File: config.mk
export PLATFORM = sky130hd
export DESIGN_NAME = sdn_parser_word_fetch_unit
export DESIGN_NICKNAME = d
export VERILOG_FILES = /design/src/rtl/sdn_parser_word_fetch_unit.sv
export SDC_FILE = /design/constraint.sdc
export NUM_CORES = 2
export LEC_CHECK = 0
export ABC_AREA = 1
export BUFFER_PORTS_ARGS = -buffer_cell sky130_fd_sc_hd__buf_4
export CAP_MARGIN = 40
export CORE_AREA = 2 2 422 424
export DETAILED_ROUTE_END_ITERATION = 6
export DIE_AREA = 0 0 424 426
export GPL_TIMING_DRIVEN = 1
export SLEW_MARGIN = 0
export SYNTH_ARGS = -nofsm -noshare
export SYNTH_HDL_FRONTEND = slang
export SYNTH_SLANG_ARGS = --single-unit
File: constraint.sdc
create_clock -name clk -period 92.1 [get_ports clk]
set_input_delay 9.21 -clock clk [delete_from_list [all_inputs] [get_ports clk]]
set_output_delay 9.21 -clock clk [all_outputs]
set_load 0.03 [all_outputs]
File: src/rtl/sdn_parser_word_fetch_unit.sv
// Word fetch stage of the SDN parser: 2-entry skid FIFO feeding a registered word slot
// that tracks per-packet word index and bit address for the extraction units.
module sdn_parser_word_fetch_unit #(
    parameter int unsigned PRS_DATA_W   = 512,
    parameter int unsigned PRS_OFFSET_W = 32,
    parameter int unsigned PRS_COUNT_W  = 32
) (
    input  logic                    clk,
    input  logic                    resetn,
    input  logic                    fetch_en_i,
    input  logic                    fetch_flush_i,
    input  logic                    s_valid_i,
    input  logic [PRS_DATA_W-1:0]   s_data_i,
    input  logic                    s_last_i,
    output logic                    s_ready_o,
    input  logic                    word_hold_i,
    output logic                    word_valid_o,
    output logic [PRS_DATA_W-1:0]   word_data_o,
    output logic [PRS_COUNT_W-1:0]  word_count_o,
    output logic [PRS_OFFSET_W-1:0] word_addr_o,
    output logic                    word_last_o,
    output logic                    header_start_o,
    output logic                    pkt_done_o
);

    logic [PRS_DATA_W-1:0]   fifo_data_q [2];
    logic                    fifo_last_q [2];
    logic                    rd_ptr_q, wr_ptr_q;
    logic [1:0]              occ_q;

    logic                    valid_q, last_q, hs_q;
    logic [PRS_DATA_W-1:0]   data_q;
    logic [PRS_COUNT_W-1:0]  count_q, next_count_q;
    logic [PRS_OFFSET_W-1:0] addr_q;

    logic                    accept, consume, loadable, fifo_empty;
    logic                    bypass, pop, push, load;
    logic [PRS_DATA_W-1:0]   load_data;
    logic                    load_last;
    logic [PRS_COUNT_W-1:0]  succ_count, load_count;
    logic [PRS_OFFSET_W-1:0] load_addr;

    always_comb begin
        s_ready_o  = ~fetch_flush_i & (occ_q != 2'd2);
        accept     = s_valid_i & s_ready_o;
        consume    = valid_q & fetch_en_i & ~word_hold_i;
        loadable   = ~valid_q | consume;
        fifo_empty = (occ_q == 2'd0);
        // An accepted beat skips the FIFO only when nothing older is queued.
        bypass     = fifo_empty & accept & loadable;
        pop        = loadable & ~fifo_empty;
        push       = accept & ~bypass;
        load       = pop | bypass;
        load_data  = fifo_empty ? s_data_i : fifo_data_q[rd_ptr_q];
        load_last  = fifo_empty ? s_last_i : fifo_last_q[rd_ptr_q];
        succ_count = last_q ? '0 : count_q + PRS_COUNT_W'(1);
        load_count = consume ? succ_count : next_count_q;
        load_addr  = PRS_OFFSET_W'(load_count) * PRS_OFFSET_W'(PRS_DATA_W);
        pkt_done_o = consume & last_q & resetn & ~fetch_flush_i;
    end

    always_ff @(posedge clk) begin
        if (!resetn || fetch_flush_i) begin
            rd_ptr_q     <= 1'b0;
            wr_ptr_q     <= 1'b0;
            occ_q        <= 2'd0;
            valid_q      <= 1'b0;
            last_q       <= 1'b0;
            hs_q         <= 1'b0;
            data_q       <= '0;
            count_q      <= '0;
            next_count_q <= '0;
            addr_q       <= '0;
        end else begin
            if (push) begin
                fifo_data_q[wr_ptr_q] <= s_data_i;
                fifo_last_q[wr_ptr_q] <= s_last_i;
                wr_ptr_q              <= ~wr_ptr_q;
            end
            if (pop) begin
                rd_ptr_q <= ~rd_ptr_q;
            end
            occ_q <= occ_q + {1'b0, push} - {1'b0, pop};
            // next_count_q only matters when the slot drains empty after a consume.
            if (consume) begin
                next_count_q <= succ_count;
                valid_q      <= 1'b0;
            end
            if (load) begin
                valid_q <= 1'b1;
                data_q  <= load_data;
                last_q  <= load_last;
                count_q <= load_count;
                addr_q  <= load_addr;
            end
            hs_q <= load & (load_count == '0);
        end
    end

    assign word_valid_o   = valid_q;
    assign word_data_o    = data_q;
    assign word_count_o   = count_q;
    assign word_addr_o    = addr_q;
    assign word_last_o    = last_q;
    assign header_start_o = hs_q;

endmodule

# After elaboration in Yosys (flattened, before gate mapping)
# Memory sizes are Yosys's and may differ from the RTL's. A register that Yosys moved wholly into a read port is not among the register bits.
# Cells that the tools add are included.
[word_totals] memories=2 out_inout_bits=581 ff_bits=606 latch_bits=0 inputBits=519 romBits=0 word_cells=55 ramBits=1026
[mem_list] memory="fifo_data_q" words=2 width=512 rd=1 rd_clocked_by_memory_dff=1 write_ports=1 line="26" rtl="logic [PRS_DATA_W-1:0] fifo_data_q [2];"
[mem_list] memory="fifo_last_q" words=2 width=1 rd=1 rd_clocked_by_memory_dff=1 write_ports=1 line="27" rtl="logic fifo_last_q [2];"
[op_classes] n_eq_ne=1 bitwise_logic=21 n_shift=0 n_reduce_logical=5 multipliers=0 n_div=0 order_cmp=0 mux=13 add_sub_neg=3
[op_table] operator="two-way mux 512 bit" count=1
[op_table] operator="two-way mux 32 bit" count=2
[op_table] operator="adder 32 x 1 -> 32 bit (second input constant)" count=1
[op_table] operator="zero test 32 bit" count=1
[op_table] operator="bitwise AND 1 bit" count=12
[op_table] operator="two-way mux 1 bit" count=10
[op_table] operator="NOT 1 bit" count=7
[op_table] operator="adder 2 x 1 -> 2 bit" count=1
[op_table] operator="zero test 2 bit" count=1
[op_table] operator="inequality test 2 bit (second input constant)" count=1
[op_table] operator="OR 1 bit" count=2
[op_table] operator="nonzero test 2 bit" count=1
[op_table] operator="subtractor 2 x 1 -> 2 bit" count=1
[op_table] operator="zero test 1 bit" count=1
[op_table] operator="logical OR 1 bit" count=1

# Logic depth before layout (Yosys ltp)
[depth] depth_word=10 depth_mapped=14 mapped_depth_nobuf=14

# Least setup slack after synthesis
# OpenSTA, ideal clock, no wires.
[synth_timing] path_type="input to register" from="input port resetn" to="memory fifo_data_q[1][0], enable pin" required_ps=90081 slack_ps=45467 setup_ps=2019 t_arrival_ps=44614 path_buffers=1 stages=5 cell_sequence="inv_1 > nor2_1 > inv_1 > clkbuf_1 > nor3_1"
[synth_between] elab_chain_cells=4
[synth_rtl] element="start: declaration" line="9" rtl="input logic resetn,"
[synth_rtl] element="zero test 1 bit" line="63" rtl="if (!resetn || fetch_flush_i) begin"
[synth_rtl] element="logical OR 1 bit" line="63"
[synth_rtl] element="two-way mux 1 bit" line="63"
[synth_rtl] element="two-way mux 1 bit (implied by the code)" line="76" rtl="fifo_data_q[wr_ptr_q] <= s_data_i;"
[synth_rtl] element="end: declaration" line="26"
# No other way between the ends.

# Worst setup path in the final report
[layout_timing] from="input port word_hold_i" to="output port pkt_done_o"
[layout_between] elab_chain_cells=5
[layout_rtl] element="start: declaration" line="16" rtl="input logic word_hold_i,"
[layout_rtl] element="NOT 1 bit" line="46" rtl="consume = valid_q & fetch_en_i & ~word_hold_i;"
[layout_rtl] element="bitwise AND 1 bit" line="46"
[layout_rtl] element="bitwise AND 1 bit (3 in series)" line="59" rtl="pkt_done_o = consume & last_q & resetn & ~fetch_flush_i;"
[layout_rtl] element="end: declaration" line="23" rtl="output logic pkt_done_o"
# No other way between the ends.

==> summary.txt <==
FLOORPLANNING
-------------------------------------------------------------------------------
Initial core utilization .........................................        0.354
Site row count ...................................................          154
Io pins ..........................................................        1,100
Area inside the core boundary ....................................    0.176 mm²
Die Wd ...........................................................       424 µm
Y dimension of the die ...........................................       426 µm
Area of the die ..................................................    0.181 mm²

PWR
-------------------------------------------------------------------------------
Peak supply drop .................................................    0.0175 mV
Power per cell area ..............................................  20.4 mW/mm²
Standby leakage power ............................................      30.3 nW
Share of power burned in combinational logic .....................        0.079
Sequential cell fraction of total power ..........................        0.492
Clock power share ................................................        0.429
Switching Power ..................................................   0.000383 W
Internal Dissipation .............................................    0.00122 W
Switching share of total power ...................................        0.240

SYNTHESIS
-------------------------------------------------------------------------------
Post-synth top area share ........................................        0.495
Gate count after technology mapping ..............................        5,650
Post-synthesis area per instance .................................     11.0 µm²
Number of synthesized flops with an enable pin ...................        1,026
Synth warn .......................................................            0
Most used flip-flop cell after synthesis ......................... sky130_fd_sc_hd__edfxtp_1
Sequential share of the synthesized area .........................        0.683
Commonest cells in the netlist ................................... sky130_fd_sc_hd__nand2_1, sky130_fd_sc_hd__edfxtp_1, sky130_fd_sc_hd__inv_1, sky130_fd_sc_hd__dfxtp_1, sky130_fd_sc_hd__o211ai_1
Cell type with the highest aggregate area in the netlist ......... sky130_fd_sc_hd__edfxtp_1
Most repeated cell in the gate-level netlist after synthesis ..... sky130_fd_sc_hd__nand2_1
FF+latch count, synth ............................................        1,610
Synth async-reset ratio ..........................................            0
Number of distinct library cells after synthesis .................           32
Area of the mapped netlist .......................................   0.0622 mm²
Most area-consuming cells after synthesis ........................ sky130_fd_sc_hd__edfxtp_1, sky130_fd_sc_hd__dfxtp_1, sky130_fd_sc_hd__nand2_1

TIMING
-------------------------------------------------------------------------------
Max Clk Rate .....................................................     51.7 MHz
Transition at the pin with the smallest max-transition slack .....      1.30 ns
Total of endpoints with negative setup slack in the final report .            0
Setup repair after global routing missed its margin ..............        false
Crit share post-route ............................................        0.210
Fin Clk Skew .....................................................    0.0340 ns
Final critical path time including I/O delays and setup ..........     19.35 ns
Final Slew Violations ............................................            0
Final hold violation count .......................................            0
Relative slew slack ..............................................        0.133
Setup TNS Final ..................................................         0 ns

CELLS AND AREA
-------------------------------------------------------------------------------
Proportion of layout cells with a drive suffix above 1 ...........        0.217
Syn-to-layout area delta .........................................        25.7%
Utilization after layout .........................................        0.445
Fin nets .........................................................        7,073

CLOCKING
-------------------------------------------------------------------------------
Total clock buffers created by CTS ...............................          171
TritonCTS sink count .............................................        1,610
TritonCTS clock tree .............................................        built
Number of buffers inserted by post-CTS setup repair ..............            0
H-tree level count ...............................................            4
Clk buf depth ....................................................            3
Number of gates resized after CTS ................................            0
Insertion delay of the later-clocked pin in the worst-skew pair ..      0.84 ns
Library cell used as clock root buffer ........................... sky130_fd_sc_hd__clkbuf_16
CTS clk-pin slew, worst paths ....................................      0.06 ns
Post-CTS Hold Fix Bufs ...........................................            0

SETUP PATH
-------------------------------------------------------------------------------
Worst EP required ................................................     82.89 ns
Maximum single-stage delay on the critical path ..................      0.27 ns
Critical path, cell by cell ...................................... buf_4, inv_1, nand3_1, buf_4, nor3_1, buf_4
Dominant cell type by count on the critical path ................. sky130_fd_sc_hd__buf_4
Biggest fanout along the worst timing path .......................           29
Startpoint kind of the worst setup timing path ................... primary input
R2r worst-path depth .............................................           13
Critical path endpoint category ..................................   output pin
Data arrival, critical path ......................................     10.14 ns
CP max-delay cell ................................................ sky130_fd_sc_hd__buf_4
Crit Path Class .................................................. primary input to output pin

ROUTING
-------------------------------------------------------------------------------
Final wirelength .................................................   193,000 µm
Iteration-0 DRC count of the detailed router .....................        3,387
Detail-routed via count per cell .................................         5.07
Remaining design rule violation count ............................            0
Routed len/inst ..................................................      21.3 µm
Drt first pass iters .............................................            6
Number of antenna-violating nets in the routed design ............            0
Vias .............................................................       45,900

GLOBAL ROUTE
-------------------------------------------------------------------------------
Antenna violations before repair .................................           28
Wire length of the first global-routing pass .....................   283,000 µm
Via count of the first global-routing pass .......................       43,900
Maximum number of pins on one net before global-route repair .....          242
Total global-route track usage ...................................        0.206
Final global-route overflow total ................................            0

WORST HOLD PATH
-------------------------------------------------------------------------------
Type of the most critical hold path .............................. flip-flop to flip-flop
Worst hold path stage count ......................................            2

RUN STATUS
-------------------------------------------------------------------------------
Result of the run ................................................ finished clean

FLOW RUN
-------------------------------------------------------------------------------
Maximum capacitance violations ...................................            0

PLACEMENT
-------------------------------------------------------------------------------
HPWL reported at the end of detailed placement ...................   126,000 µm
Gp weighted congestion ...........................................        0.861
Number of port buffers ...........................................        1,090

-- logic make-up after synthesis --
group	count (synthesis)	share of synthesized area
buf+inv	1051	0.0682
fa+ha+maj	3	0.000603
other cells	1	0.0000603
xor+xnor	1	0.000141
simple gates	1346	0.0848
compound gates	1638	0.163
flops	1610	0.683
-- per-stage QoR --
step | total power [W] | std cells | setup WS (ns) | area, µm² | hold slack, ns
floorplan | 0.000867 | 5658 | 45.47 | 62300 | 0.426
global placement | 0.000925 | 8695 | 72.70 | 71900 | 0.432
detailed placement | 0.000929 | 8718 | 72.74 | 72500 | 0.453
CTS | 0.00161 | 9041 | 72.74 | 78200 | 0.469
global route | 0.00165 | 9062 | 72.65 | 78200 | 0.501
finish | 0.00160 | 9065 | 72.75 | 78200 | 0.477
-- placed cells by master, fill, tap and decap left out, types with 8 or more instances in the layout --
cell type                   synthesis  routed
sky130_fd_sc_hd__nor2_4             5       8
sky130_fd_sc_hd__o211ai_1         522     522
sky130_fd_sc_hd__buf_12             0      11
sky130_fd_sc_hd__o21ai_1           56      56
sky130_fd_sc_hd__conb_1             1       9
sky130_fd_sc_hd__clkinv_2           0      20
sky130_fd_sc_hd__dfxtp_1          584     583
sky130_fd_sc_hd__a31oi_1          513     513
sky130_fd_sc_hd__nor2_1            85      83
sky130_fd_sc_hd__edfxtp_1        1026    1026
sky130_fd_sc_hd__a21oi_1           50      50
sky130_fd_sc_hd__nand2_1         1187    1187
sky130_fd_sc_hd__clkbuf_8           0      30
sky130_fd_sc_hd__diode_2            0      24
sky130_fd_sc_hd__clkbuf_1         270      63
sky130_fd_sc_hd__clkbuf_16          0     172
sky130_fd_sc_hd__clkinv_1           0      12
sky130_fd_sc_hd__buf_16             0      19
sky130_fd_sc_hd__buf_4             34    1138
sky130_fd_sc_hd__inv_1            598     597
sky130_fd_sc_hd__nand3_1           40      40
sky130_fd_sc_hd__o21ai_0          492     492
-- worst max-delay path: cells and delay by family --
family,cells,cell delay [ns]
buffers and inverters,4,0.62
AND/OR/NAND/NOR,2,0.31
-- area by class of cell --
class                   count  area (µm²)
clock inverters            58         667
flip-flops and latches   1610       42500
multi-input cells        2997       15500
clock buffers             265        4950
diodes                     24        60.1
fillers                 16300       97500
well taps                2340        2930
repair buffers           1168        9290
inverters                 603        2280
-- per-layer routing --
metal  global-route usage  routed length [µm]  vias to the layer above
met4                0.103                9410                        8
li1                     -                   -                    21800
met3               0.0605               14600                      382
met2                0.335               93100                     1437
met5                    0                  54                        -
met1                0.248               75800                    22300
-- power by group through the flow --
stage / Sequential [W] / Combinational [W] / Clock [W]
final: 0.000788 / 0.000126 / 0.000686
after global routing: 0.000788 / 0.000136 / 0.000730
after CTS: 0.000788 / 0.000126 / 0.000700
after detailed placement: 0.000803 / 0.000126 / 0
after global placement: 0.000803 / 0.000122 / 0
after floorplan: 0.000823 / 0.0000438 / 0
-- flip-flops by register name, indices dropped and copies added (netlist names), 2 cells and up, named ones only --
| name | cells |
|---|---|
| word_count_o | 32 |
| next_count_q | 32 |
| word_data_o | 512 |
| fifo_data_q | 1024 |
| occ_q | 2 |
| fifo_last_q | 2 |
-- final timing paths --
check	from	to	slack, ns
worst max-delay path	word_hold_i	pkt_done_o	72.75
worst min-delay path	next_count_q[15]	next_count_q[15]	0.48
worst max register to register	flip-flop	word_data_o[258]	86.11
worst min register to register	next_count_q[15]	next_count_q[15]	0.48
(Power assumes the default switching activity.)
